===== src/rtl/fetch_stage.sv =====
// Instruction-fetch stage: owns the PC, drives a one-cycle synchronous imem, and presents
// PC/instruction/valid to decode one cycle after the address. Stalls hold the IF/ID word; redirects kill it.
module fetch_stage #(
  parameter logic [31:0] RESET_PC   = 32'h0000_0000,
  parameter int          IMEM_WORDS = 1024
) (
  input  logic        clk,
  input  logic        reset,
  output logic [31:0] imem_addr,
  input  logic [31:0] imem_data,
  input  logic        stall,
  input  logic        redirect_valid,
  input  logic [31:0] redirect_target,
  output logic [31:0] id_instr,
  output logic [31:0] id_pc,
  output logic [31:0] id_pc_plus4,
  output logic        id_valid,
  output logic        misalign_err,
  output logic        oob_err,
  output logic [31:0] fetch_count
);

  localparam logic [31:0] IMEM_WORDS_W = 32'(IMEM_WORDS);

  logic [31:0] pc_q, pc_d;
  logic [31:0] rsp_pc_q, rsp_pc_d;
  logic        rsp_valid_q, rsp_valid_d;
  logic        hold_q, hold_d;
  logic [31:0] hold_instr_q, hold_instr_d;
  logic        misalign_q, misalign_d;
  logic        oob_q, oob_d;
  logic [31:0] count_q, count_d;
  logic        pc_in_range;

  assign imem_addr    = {2'b00, pc_q[31:2]};
  assign pc_in_range  = imem_addr < IMEM_WORDS_W;
  assign id_instr     = hold_q ? hold_instr_q : imem_data;
  assign id_pc        = rsp_pc_q;
  assign id_pc_plus4  = rsp_pc_q + 32'd4;
  assign id_valid     = rsp_valid_q;
  assign misalign_err = misalign_q;
  assign oob_err      = oob_q;
  assign fetch_count  = count_q;

  always_comb begin
    pc_d         = pc_q;
    rsp_pc_d     = rsp_pc_q;
    rsp_valid_d  = rsp_valid_q;
    hold_d       = hold_q;
    hold_instr_d = hold_instr_q;
    misalign_d   = misalign_q;
    oob_d        = oob_q;
    count_d      = count_q;

    if (redirect_valid) begin
      // The word currently in flight belongs to the wrong path and is dropped.
      pc_d        = {redirect_target[31:2], 2'b00};
      rsp_valid_d = 1'b0;
      hold_d      = 1'b0;
      if (redirect_target[1:0] != 2'b00) misalign_d = 1'b1;
    end else if (stall) begin
      // Memory keeps re-reading pc_q, so capture the word decode is looking at.
      hold_d       = 1'b1;
      hold_instr_d = id_instr;
    end else begin
      hold_d = 1'b0;
      if (pc_in_range) begin
        pc_d        = pc_q + 32'd4;
        rsp_pc_d    = pc_q;
        rsp_valid_d = 1'b1;
      end else begin
        rsp_valid_d = 1'b0;
        oob_d       = 1'b1;
      end
    end

    if (rsp_valid_q && !stall && !redirect_valid) count_d = count_q + 32'd1;
  end

  always_ff @(posedge clk) begin
    if (reset) begin
      pc_q         <= RESET_PC;
      rsp_pc_q     <= 32'd0;
      rsp_valid_q  <= 1'b0;
      hold_q       <= 1'b0;
      hold_instr_q <= 32'd0;
      misalign_q   <= 1'b0;
      oob_q        <= 1'b0;
      count_q      <= 32'd0;
    end else begin
      pc_q         <= pc_d;
      rsp_pc_q     <= rsp_pc_d;
      rsp_valid_q  <= rsp_valid_d;
      hold_q       <= hold_d;
      hold_instr_q <= hold_instr_d;
      misalign_q   <= misalign_d;
      oob_q        <= oob_d;
      count_q      <= count_d;
    end
  end

endmodule

===== config.mk =====
export PLATFORM = sky130hd
export DESIGN_NAME = fetch_stage
export DESIGN_NICKNAME = d
export VERILOG_FILES = /design/src/rtl/fetch_stage.sv
export SDC_FILE = /design/constraint.sdc
export NUM_CORES = 1
export LEC_CHECK = 0
export CAP_MARGIN = 5
export CORE_ASPECT_RATIO = 0.75
export CORE_MARGIN = 2
export CORE_UTILIZATION = 30
export DETAILED_ROUTE_END_ITERATION = 16
export PLACE_DENSITY = 0.68
export SETUP_SLACK_MARGIN = 0.4
export SLEW_MARGIN = 10
export SYNTH_ARGS = -nofsm -noshare
export SYNTH_HDL_FRONTEND = slang
export SYNTH_SLANG_ARGS = --single-unit

===== constraint.sdc =====
create_clock -name clk -period 2.9 [get_ports clk]
set_clock_uncertainty 0.1 [all_clocks]
set_input_delay 0.58 -clock clk [delete_from_list [all_inputs] [get_ports clk]]
set_output_delay 0.58 -clock clk [all_outputs]
set_load 0.05 [all_outputs]

# Word level (Yosys, flattened, before mapping)
# Cells that the tools add are included.
word_totals:
  out_inout_bits: 163
  register_bits: 132
  word_cells: 36
  input_bits: 68
classes:
  n_bitwise: 3
  muxes: 6
  n_eq_ne: 1
  addsub: 3
  n_lt_le_gt_ge: 1
  n_reduce_logical: 13
ops:
  columns: ["op", "n"]
  rows:
  - ["$mux W32", 4]
  - ["$add A32 B3 Y32 const B", 2]
  - ["$add A32 B1 Y32 const B", 1]
  - ["$lt A30 B11 Y1 const B", 1]
  - ["$reduce_and A2 Y1", 4]
  - ["$reduce_and A3 Y1", 2]
  - ["$reduce_bool A2 Y1", 2]
  - ["$not A1 Y1", 3]
  - ["$logic_and A1 B1 Y1", 2]
  - ["$logic_not A1 Y1", 2]
  - ["$mux W1", 2]
  - ["$ne A2 B1 Y1 const B", 1]
  - ["$reduce_or A2 Y1", 1]

# Depth between registers and ports, before layout
logic_depth:
  ltp_word: 4
  mapped_depth: 6
  mapped_depth_nobuf: 5

# Worst setup path after synthesis
# No wires, ideal clock.
synth_timing:
  path_type: "reg-to-output"
  from: "register rsp_pc_q[8] (netlist: id_pc[8])"
  to: "output id_pc_plus4[31]"
  arrival_ps: 2763
  path_slack_ps: -543
  path_stages_with_launch: 6
  path_cell_list: "dfxtp_1 nand4_1 or4_1 clkbuf_1 nor4_1 xor2_1"
synth_between:
  elab_chain_len: 1
synth_rtl:
  columns: ["element", "line", "text"]
  rows:
  - ["from (decl)", "26", "logic [31:0] rsp_pc_q, rsp_pc_d;"]
  - ["from (signal assigned)", "92", "rsp_pc_q <= rsp_pc_d;"]
  - ["$add A32 B3 Y32", "39", "assign id_pc_plus4 = rsp_pc_q + 32'd4;"]
  - ["to (decl)", "16", "output logic [31:0] id_pc_plus4,"]
# Every way passes these cells.

# Worst setup path after layout
layout_timing:
  from: "register rsp_pc_q[9] (netlist: id_pc[9])"
  to: "output id_pc_plus4[31]"
# The elaborated chain is that of the path after synthesis.

==> Flow_metrics.wiki <==
{| class="wikitable"
! Metric !! Value
|-
| Outcome || finished, violations left
|-
| Violations in the final reports || negative setup slack
|-
| Total clock buffers created by CTS || 17
|-
| Vias per std cell || 4.89
|-
| Global-route met3 utilization || 5.90%
|-
| Crit path launch type || register
|-
| Remaining DRCs || 0
|-
| Number of cells on the worst hold path || 2
|-
| Final total negative setup slack || -0.0302 ns
|-
| Cell area after technology mapping || 6120 um^2
|-
| First drt pass iteration count || 4
|-
| Cells after synthesis || 684
|-
| CTS tree || yes
|-
| Number of enable-type register cells in the synthesized netlist || 0
|-
| Minimum setup slack in the final design || -0.0124 ns
|-
| H-Tree Depth || 4
|-
| Hold WC Path Type || reg -> reg
|-
| Placer's final routability congestion estimate || 0.827
|-
| Power after layout || 4.84 mW
|-
| Die Width || 169 um
|-
| Ratio of cells with drive above 1 in the final layout || 24.7%
|-
| Antenna cell count || 0
|-
| Critical path data arrival time || 2.23 ns
|-
| Final critical-path required period || 2.91 ns
|-
| Achievable frequency || 0.343 GHz
|-
| Clock Sink Count || 128
|-
| Cell variety after synth || 49
|-
| I/O Pins || 231
|-
| Maximum VDD drop || 295 uV
|-
| WHS || 0.353 ns
|-
| Static Leak || 4.10 nW
|-
| Total die area || 21600 um^2
|-
| Max Fanout on Critical Path || 6
|-
| Buffer depth of the longest clock path || 2
|-
| Floorplan row count || 45
|-
| Hold Buf Count CTS || 0
|-
| Clock edge transition at the registers on the reported setup and hold paths || 0.06 ns
|-
| Vertical extent of the die || 128 um
|-
| Count of vias placed by the detailed router || 5871
|-
| Worst Path Required || 2.22 ns
|-
| Top_reg_cell synth || dfxtp_1
|-
| Area used by multi-input combinational logic || 3770 um^2
|-
| Number of fill cells || 1850
|-
| Final Hold Vio Count || 0
|-
| Critical path endpoint category || primary output
|-
| All-layer global routing usage || 17.5%
|-
| RSZ-0062 raised after global routing || true
|-
| Worst slew margin relative to its limit || 59.4%
|-
| Clk Tree Root Cell || clkbuf_16
|-
| FF+latch count, synth || 128
|-
| Global-route wire length before repair || 30.1 mm
|-
| Total congestion overflow || 0
|-
| Drt first-iter violations || 284
|-
| Setup violation total in the final timing report || 4
|-
| Met1 usage || 24.0%
|-
| Yosys warns || 0
|-
| Sequential cell area || 2650 um^2
|-
| Transition time of the tightest slew-check pin || 0.609 ns
|-
| Final-stage net count || 1001
|-
| Async S/R FF share, synth || 0%
|-
| Buffers added on ports || 224
|-
| Final worst path period share || 100%
|-
| Total count of max-transition violations in the final report || 0
|-
| Maximum number of pins on one net before global-route repair || 58
|-
| Max_cap viols || 0
|-
| Count of antenna-violating nets left after detailed routing || 0
|-
| Average detailed-routed wire length per instance || 15.6 um
|-
| Wirelength, routed || 18.8 mm
|-
| Count of cells along the worst register-to-register path || 5
|-
| Vias in the first global route || 5557
|-
| Core area || 20200 um^2
|-
| Worst setup path category || reg -> out
|-
| Final HPWL DP || 13.3 mm
|-
| Commonest non-fill, non-tap cell in the layout || clkdlybuf4s50_1
|-
| Highest-utilization routing layer at the global route stage || met2
|-
| Leading cell types in the layout, fill and taps excluded || 160 x clkdlybuf4s50_1, 101 x dfxtp_1, 86 x nor2_1
|-
| PD cells || 468 nW/um^2
|-
| Post-synthesis sequential area ratio || 41.8%
|-
| Routing usage on met2 || 26.3%
|-
| Initial core utilization || 30.4%
|-
| Clock network latency to the later pin of the worst-skew pair || 0.41 ns
|-
| Area Overhead vs Synth || 68.9%
|-
| Mean instance size in the synthesized netlist || 8.95 um^2
|-
| Antenna violations before repair || 2
|}
-- cell families (layout without fill, tap and decap cells) --
family | Yosys count | after routing | share of synthesized area (%)
simple gates | 280 | 280 | 24.4
flops | 128 | 128 | 41.8
mux | 91 | 91 | 15.7
compound gates | 71 | 71 | 7.05
buf+inv | 71 | 325 | 4.82
xor+xnor | 39 | 39 | 5.58
fa+ha+maj | 3 | 3 | 0.613
other cells | 1 | 6 | 0.0612
-- state kept, by name, indices dropped and copies added, names as in the netlist --
register	flops
oob_err	1
pc_q	30
hold_instr_q	32
hold_q	1
misalign_err	1
fetch_count	32
id_valid	1
id_pc	30
-- layout make-up --
type,instances,area share (%)
multi-input combinational,490,36.4
timing repair buffer,270,28.0
sequential,128,25.6
clock buffer,20,4.32
tap,258,3.12
clock inverter,12,1.75
inverter,23,0.834
-- worst max-delay path: stages (launching register included) --
cell     delay (ns)
dfxtp_4        0.39
nand4_1        0.19
or4_4          0.53
buf_4          0.17
nor4_4         0.17
xor2_2         0.21
buf_12         0.16
-- repair_timing --
action,4_1_cts,5_1_grt
buffers inserted,18,8
setup endpoints to repair,52,26
hold endpoints to repair,0,0
resized for setup,62,30
pin swaps,13,19
-- per-layer routing --
layer  vias to the layer above  share of wire (%)
met4                         2                1.3
met2                       178                 44
met5                         -              0.064
met1                      2758                 47
met3                        20                7.8
li1                       2913                  -
-- through the flow --
step                      setup WS [ns]  std cells  util [%]  area, um^2
after CTS                      -0.00397       1193      50.3       10100
after global placement          -0.0291       1143      45.6        9190
after detailed placement        -0.0246       1143      45.6        9190
after floorplan                   0.181        689         -        6440
final                           -0.0124       1201      51.3       10300
after global routing             -0.136       1201      51.3       10300
-- worst paths after layout --
path                       start               to  slack (ns)
setup / recovery        id_pc[9]  id_pc_plus4[31]       -0.01
hold / removal           oob_err          oob_err        0.35
setup reg to reg  fetch_count[2]  fetch_count[30]        0.60
hold reg to reg          oob_err          oob_err        0.35
-- synthesized netlist by cell type (17+ instances only) --
cell type  count  area share (%)
inv_1         23             1.4
nor4_1        22             2.2
nand3_1       29             2.4
clkbuf_1      28             1.7
nor2_1        88             5.4
mux2_1        25             4.6
xnor2_1       26             3.7
nor3_1        17             1.4
mux2i_1       51             8.3
o21ai_0       19             1.6
dfxtp_1      128              42
and2_1        22             2.2
a21oi_1       27             2.2
nand4_1       21             2.1
nand2_1       24             1.5
-- where the power goes --
| group | internal (mW) | leakage [nW] | switching [mW] |
|---|---|---|---|
| Combinational | 0.295 | 2.73 | 0.423 |
| Sequential | 1.79 | 1.06 | 0.0430 |
| Clock | 1.47 | 0.302 | 0.817 |
Power figures use the tool's default switching activity.
==> RTL change 1 (same flow settings) <==
Add an input register stage for `redirect_target`, cleared by the reset; this delays it by one clock. The other inputs are not delayed to match.
--- a/src/rtl/fetch_stage.sv
+++ b/src/rtl/fetch_stage.sv
@@ -21,6 +21,16 @@
 );
 
   localparam logic [31:0] IMEM_WORDS_W = 32'(IMEM_WORDS);
+
+  logic [31:0] redirect_target_q;
+
+  always_ff @(posedge clk) begin
+    if (reset) begin
+      redirect_target_q <= '0;
+    end else begin
+      redirect_target_q <= redirect_target;
+    end
+  end
 
   logic [31:0] pc_q, pc_d;
   logic [31:0] rsp_pc_q, rsp_pc_d;
@@ -54,10 +64,10 @@
 
     if (redirect_valid) begin
       // The word currently in flight belongs to the wrong path and is dropped.
-      pc_d        = {redirect_target[31:2], 2'b00};
+      pc_d        = {redirect_target_q[31:2], 2'b00};
       rsp_valid_d = 1'b0;
       hold_d      = 1'b0;
-      if (redirect_target[1:0] != 2'b00) misalign_d = 1'b1;
+      if (redirect_target_q[1:0] != 2'b00) misalign_d = 1'b1;
     end else if (stall) begin
       // Memory keeps re-reading pc_q, so capture the word decode is looking at.
       hold_d       = 1'b1;
Check against the original RTL: not equivalent (a bounded check fails within 4 cycles, from zero or initial values and one cycle with reset high).
==> RTL change 1 against the unedited design <==
  * Setup slack improved by 180 ps
  * Non-clock buffer count rose by 9
  * Register-to-register slack lost 80 ps
  * Area after synthesis grew 11%
  * Largest cell class unchanged
  * Design area increased by 12%
  * Sequential power rose by 26%
  * Power rose by 12%
  * Die area rose by 11%
  * Final cell count up 6.7%
  * Sequential cell count increased by 32
  * Sequential share of layout area is 2.7 points higher
  * Routed wire length grew 8.6%
==> RTL change 1: results (changes against the unedited design) <==
placement:
  place_ws_ps: -160  # -135 ps
  place.gp.congestion: 0.784  # -5.2%
  dpl.cell_count: 1214  # +6.2%
  hpwlAfterDp_um: 14000  # +5.2%
  placed_area_um2: 10400  # +13%
drt:
  drtIter0Drc: 392  # +38%
  wl_per_cell_um: 15.9  # +1.9%
  wl_met2_um: 8850  # +6.5%
  met1_length_um: 9270  # +5.8%
  maxUsedRoutingLayer: "met4"
  vias_per_cell: 4.87  # -0.37%
outcome:
  status: "finished, final reports clean"
critical_path:
  worstPathArrival_ps: 2050  # -180 ps
  rr_startpoint: "pc_q[23]"
  critPathMaxFanout: 5  # -1
  worstSetupEndpoint: "id_pc_plus4[29]"
  ff2ff_path_depth: 4  # -1
  r2r-end: "pc_q[5]"
  startpoint: "id_pc[20]"
  ff2ff_setup_slack_ps: 520  # -80 ps
power:
  peakVddDrop_uv: 281  # -4.8%
  power_density_nw_per_um2: 469  # +0.34%
  swShare_pct: 30.0  # +3.5 points
  leakagePower_nw: 4.56  # +11%
clock_tree:
  clock_latency_ps: 440  # +30 ps
  postCtsSetupBuffers: 14  # -4
  cts.repair.resized: 44  # -29%
logic_synthesis:
  synth_compound_area_share_pct: 8.46  # +1.4 points
  synthMuxAreaShare_pct: 12.9  # -2.8 points
  ys_types: 47  # -4.1%
  syn_inst: 722  # +5.6%
  synth_seq_area_share_pct: 47.0  # +5.2 points
  synthAdderAreaFrac_pct: 0.551  # -0.062 points
  synth.area.top_cells: "dfxtp_1, mux2i_1, mux2_2, nor2_1, xnor2_1"
  synth.top_cells.by_count: "dfxtp_1, nor2_1, mux2i_1"
layout:
  final_cells: 1281  # +6.7%
  drive_gt1_share_pct: 26.1  # +1.4 points
  finalNetCount: 1045  # +4.4%
global_routing:
  grt_pass1_wl_um: 31900  # +6.0%
  track_usage_pct: 16.9  # -0.56 points
  grt_max_degree: 112  # +93%
  gr-usage-met3_pct: 7.63  # +1.7 points
  met2_usage_pct: 24.4  # -1.9 points
  grt_antenna_before_repair: 0  # -2
  grt_pass1_vias: 5909  # +6.3%
min_path:
  hold_path.class: "flop to flop"
sta:
  hold_ws_ps: 358  # +4.32 ps
  tightest_slew_ps: 693  # +83.5 ps
RTL change 1: cell count changes in the layout (fill, tap and decap cells not counted), sizes merged, moves of 10 or more:
cell	change
dfxtp	+32
nor2b	+20
nor4	-15
nor2	-12
nor3	-12
buf	+11
a21oi	+10
inv	-10
RTL change 1: critical path: stages (launching register included):
cell and delay (ps):
dfxtp_4 370, nand4_1 180, nor4_4 420, nand4_1 260
xnor2_4 250, buf_12 150
RTL change 1: cell type report:
class                      count  area (um2)
clock buffer                  17         425
clock inverter                15         206
fill                        1924       10600
inverter                      11        41.3
multi-input combinational    505        3990
sequential                   160        3270
tap                          294         368
timing repair buffer         279        3260
RTL change 1: kinds of logic after synthesis:
| logic type | count (synthesis) |
|---|---|
| AND/OR/NAND/NOR | 279 |
| flip-flops | 160 |
| AO/OA/AOI/OAI | 95 |
| multiplexers | 84 |
| buffers and inverters | 64 |
| XOR/XNOR | 36 |
| adder cells (fa/ha/maj) | 3 |
| other | 1 |
==> RTL change 2 (same settings) <==
Without the edit above. `IMEM_WORDS`: 1024 -> 768.
--- a/src/rtl/fetch_stage.sv
+++ b/src/rtl/fetch_stage.sv
@@ -2,7 +2,7 @@
 // PC/instruction/valid to decode one cycle after the address. Stalls hold the IF/ID word; redirects kill it.
 module fetch_stage #(
   parameter logic [31:0] RESET_PC   = 32'h0000_0000,
-  parameter int          IMEM_WORDS = 1024
+  parameter int          IMEM_WORDS = 768
 ) (
   input  logic        clk,
   input  logic        reset,
Check against the original RTL: not equivalent (Yosys sat finds a counterexample within 4 cycles, from zero or initial values and one cycle with reset high).
==> RTL change 2 against the unedited design <==
  * Area after synthesis down 0.55%
  * Sequential cell count is the same
  * Via count up 2.5%
  * Largest power group unchanged
  * Combinational power up 11%
  * Power increased by 0.47%
  * Critical endpoint unchanged
  * Critical path depth grew 1
  * Design area is 5.9% higher
  * Setup slack better by 180 ps
  * Clock power shrank 3%
  * Routed wire length grew 7.4%
==> RTL change 2: results (changes against the unedited design) <==
outcome:
  status: "finished, final reports clean"
drt:
  vias: 6020  # +2.5%
  routed_wl_um: 20200  # +7.4%
  drtIter0Drc: 347  # +22%
  wl_per_cell_um: 16.6  # +6.0%
  drtPass1Iterations: 5  # +1
logic_synthesis:
  synth_seq_area_share_pct: 42.1  # +0.23 points
  ys_types: 47  # -4.1%
  post_synth.cell_area_avg_um2: 9.02  # +0.77%
critical_path:
  cpPeakStageDelay_ps: 340  # -190 ps
  worstPathArrival_ps: 2050  # -180 ps
  critPathMaxFanout: 4  # -2
  ff2ff_setup_slack_ps: 560  # -40 ps
  startpoint: "id_pc[4]"
power:
  leakagePower_nw: 4.35  # +6.1%
placement:
  dpl.cell_count: 1131  # -1.0%
  placed_area_um2: 9580  # +4.2%
sta:
  finalSetupViolations: 0  # -4
  finalWorstSetupSlack_ps: 171  # +184 ps
layout:
  fillers: 1693  # -8.5%
  drive_gt1_share_pct: 30.0  # +5.2 points
global_routing:
  met2_usage_pct: 26.7  # +0.35 points
  grt_antenna_before_repair: 1  # -1
  grt_pass1_wl_um: 31000  # +2.9%
  grt_max_degree: 46  # -21%
  track_usage_pct: 18.2  # +0.73 points
clock_tree:
  clock_latency_ps: 430  # +20 ps
## RTL change 2: cell types whose count changed after synthesis, sizes merged, moves of 5 or more
cell    delta
xor2       -7
nand2      +5
or4        -7
nor2       -9
xnor2      +5
nor3      -10
nand4      -5
inv       -10
o211ai     +6
nand3      +8
## RTL change 2: repair_timing
action                     CTS  global route
cloned                       1             0
setup endpoints to repair   62            57
hold buffers                 0             0
pin swaps                   23            29
setup buffers               28            24
resized for setup           44            42
## RTL change 2: per-stage QoR
step | power [mW] | util [%] | hold slack, ps | TNS, ps
floorplan | 2.31 | - | 354 | 0
global placement | 2.67 | 47.7 | 337 | -10.9
detailed placement | 2.67 | 47.7 | 346 | -190
CTS | 4.92 | 52.7 | 354 | 0
global route | 5.04 | 54.5 | 377 | 0
finish | 4.86 | 54.5 | 347 | 0
## RTL change 2: critical path: cells and delay by family, from the launching register on
family	cells	cell delay [ps]
flip-flops	1	340
XOR/XNOR	1	230
AND/OR/NAND/NOR	3	570
buffers and inverters	3	480
## RTL change 2: cell type report
| class | count | area share (%) |
|---|---|---|
| Tap cell | 258 | 2.95 |
| Clock buffer | 21 | 4.50 |
| Antenna cell | 1 | 0.0228 |
| Multi-Input combinational cell | 489 | 35.6 |
| Timing Repair Buffer | 296 | 31.2 |
| Clock inverter | 11 | 1.16 |
| Inverter | 13 | 0.491 |
| Sequential cell | 128 | 24.1 |
## RTL change 2: cells by family after synthesis
logic type | count (synthesis) | synth area share (%)
adders and majority gates | 3 | 0.616
buffers and inverters | 63 | 4.42
other | 1 | 0.0616
muxes | 91 | 15.9
AOI/OAI and AO/OA | 81 | 8.44
xor gates and xnor gates | 37 | 5.32
DFF | 128 | 42.1
and+or+nand+nor | 271 | 23.2
## RTL change 2: worst paths after layout
path	cells after the start	to
max reg2reg	4	fetch_count[23]
max	7	id_pc_plus4[31]
min reg2reg	2	oob_err
min	2	oob_err
## RTL change 2: power by group
part,switching [mW],internal [mW]
clock,0.831,1.39
combinational,0.446,0.350
sequential,0.0452,1.79
total,1.32,3.54
## RTL change 2: per-layer routing
metal | vias up | wire length, um
li1 | 2949 | -
met1 | 2834 | 9260
met3 | 32 | 1660
met2 | 205 | 8840
met5 | - | 0
met4 | 0 | 406
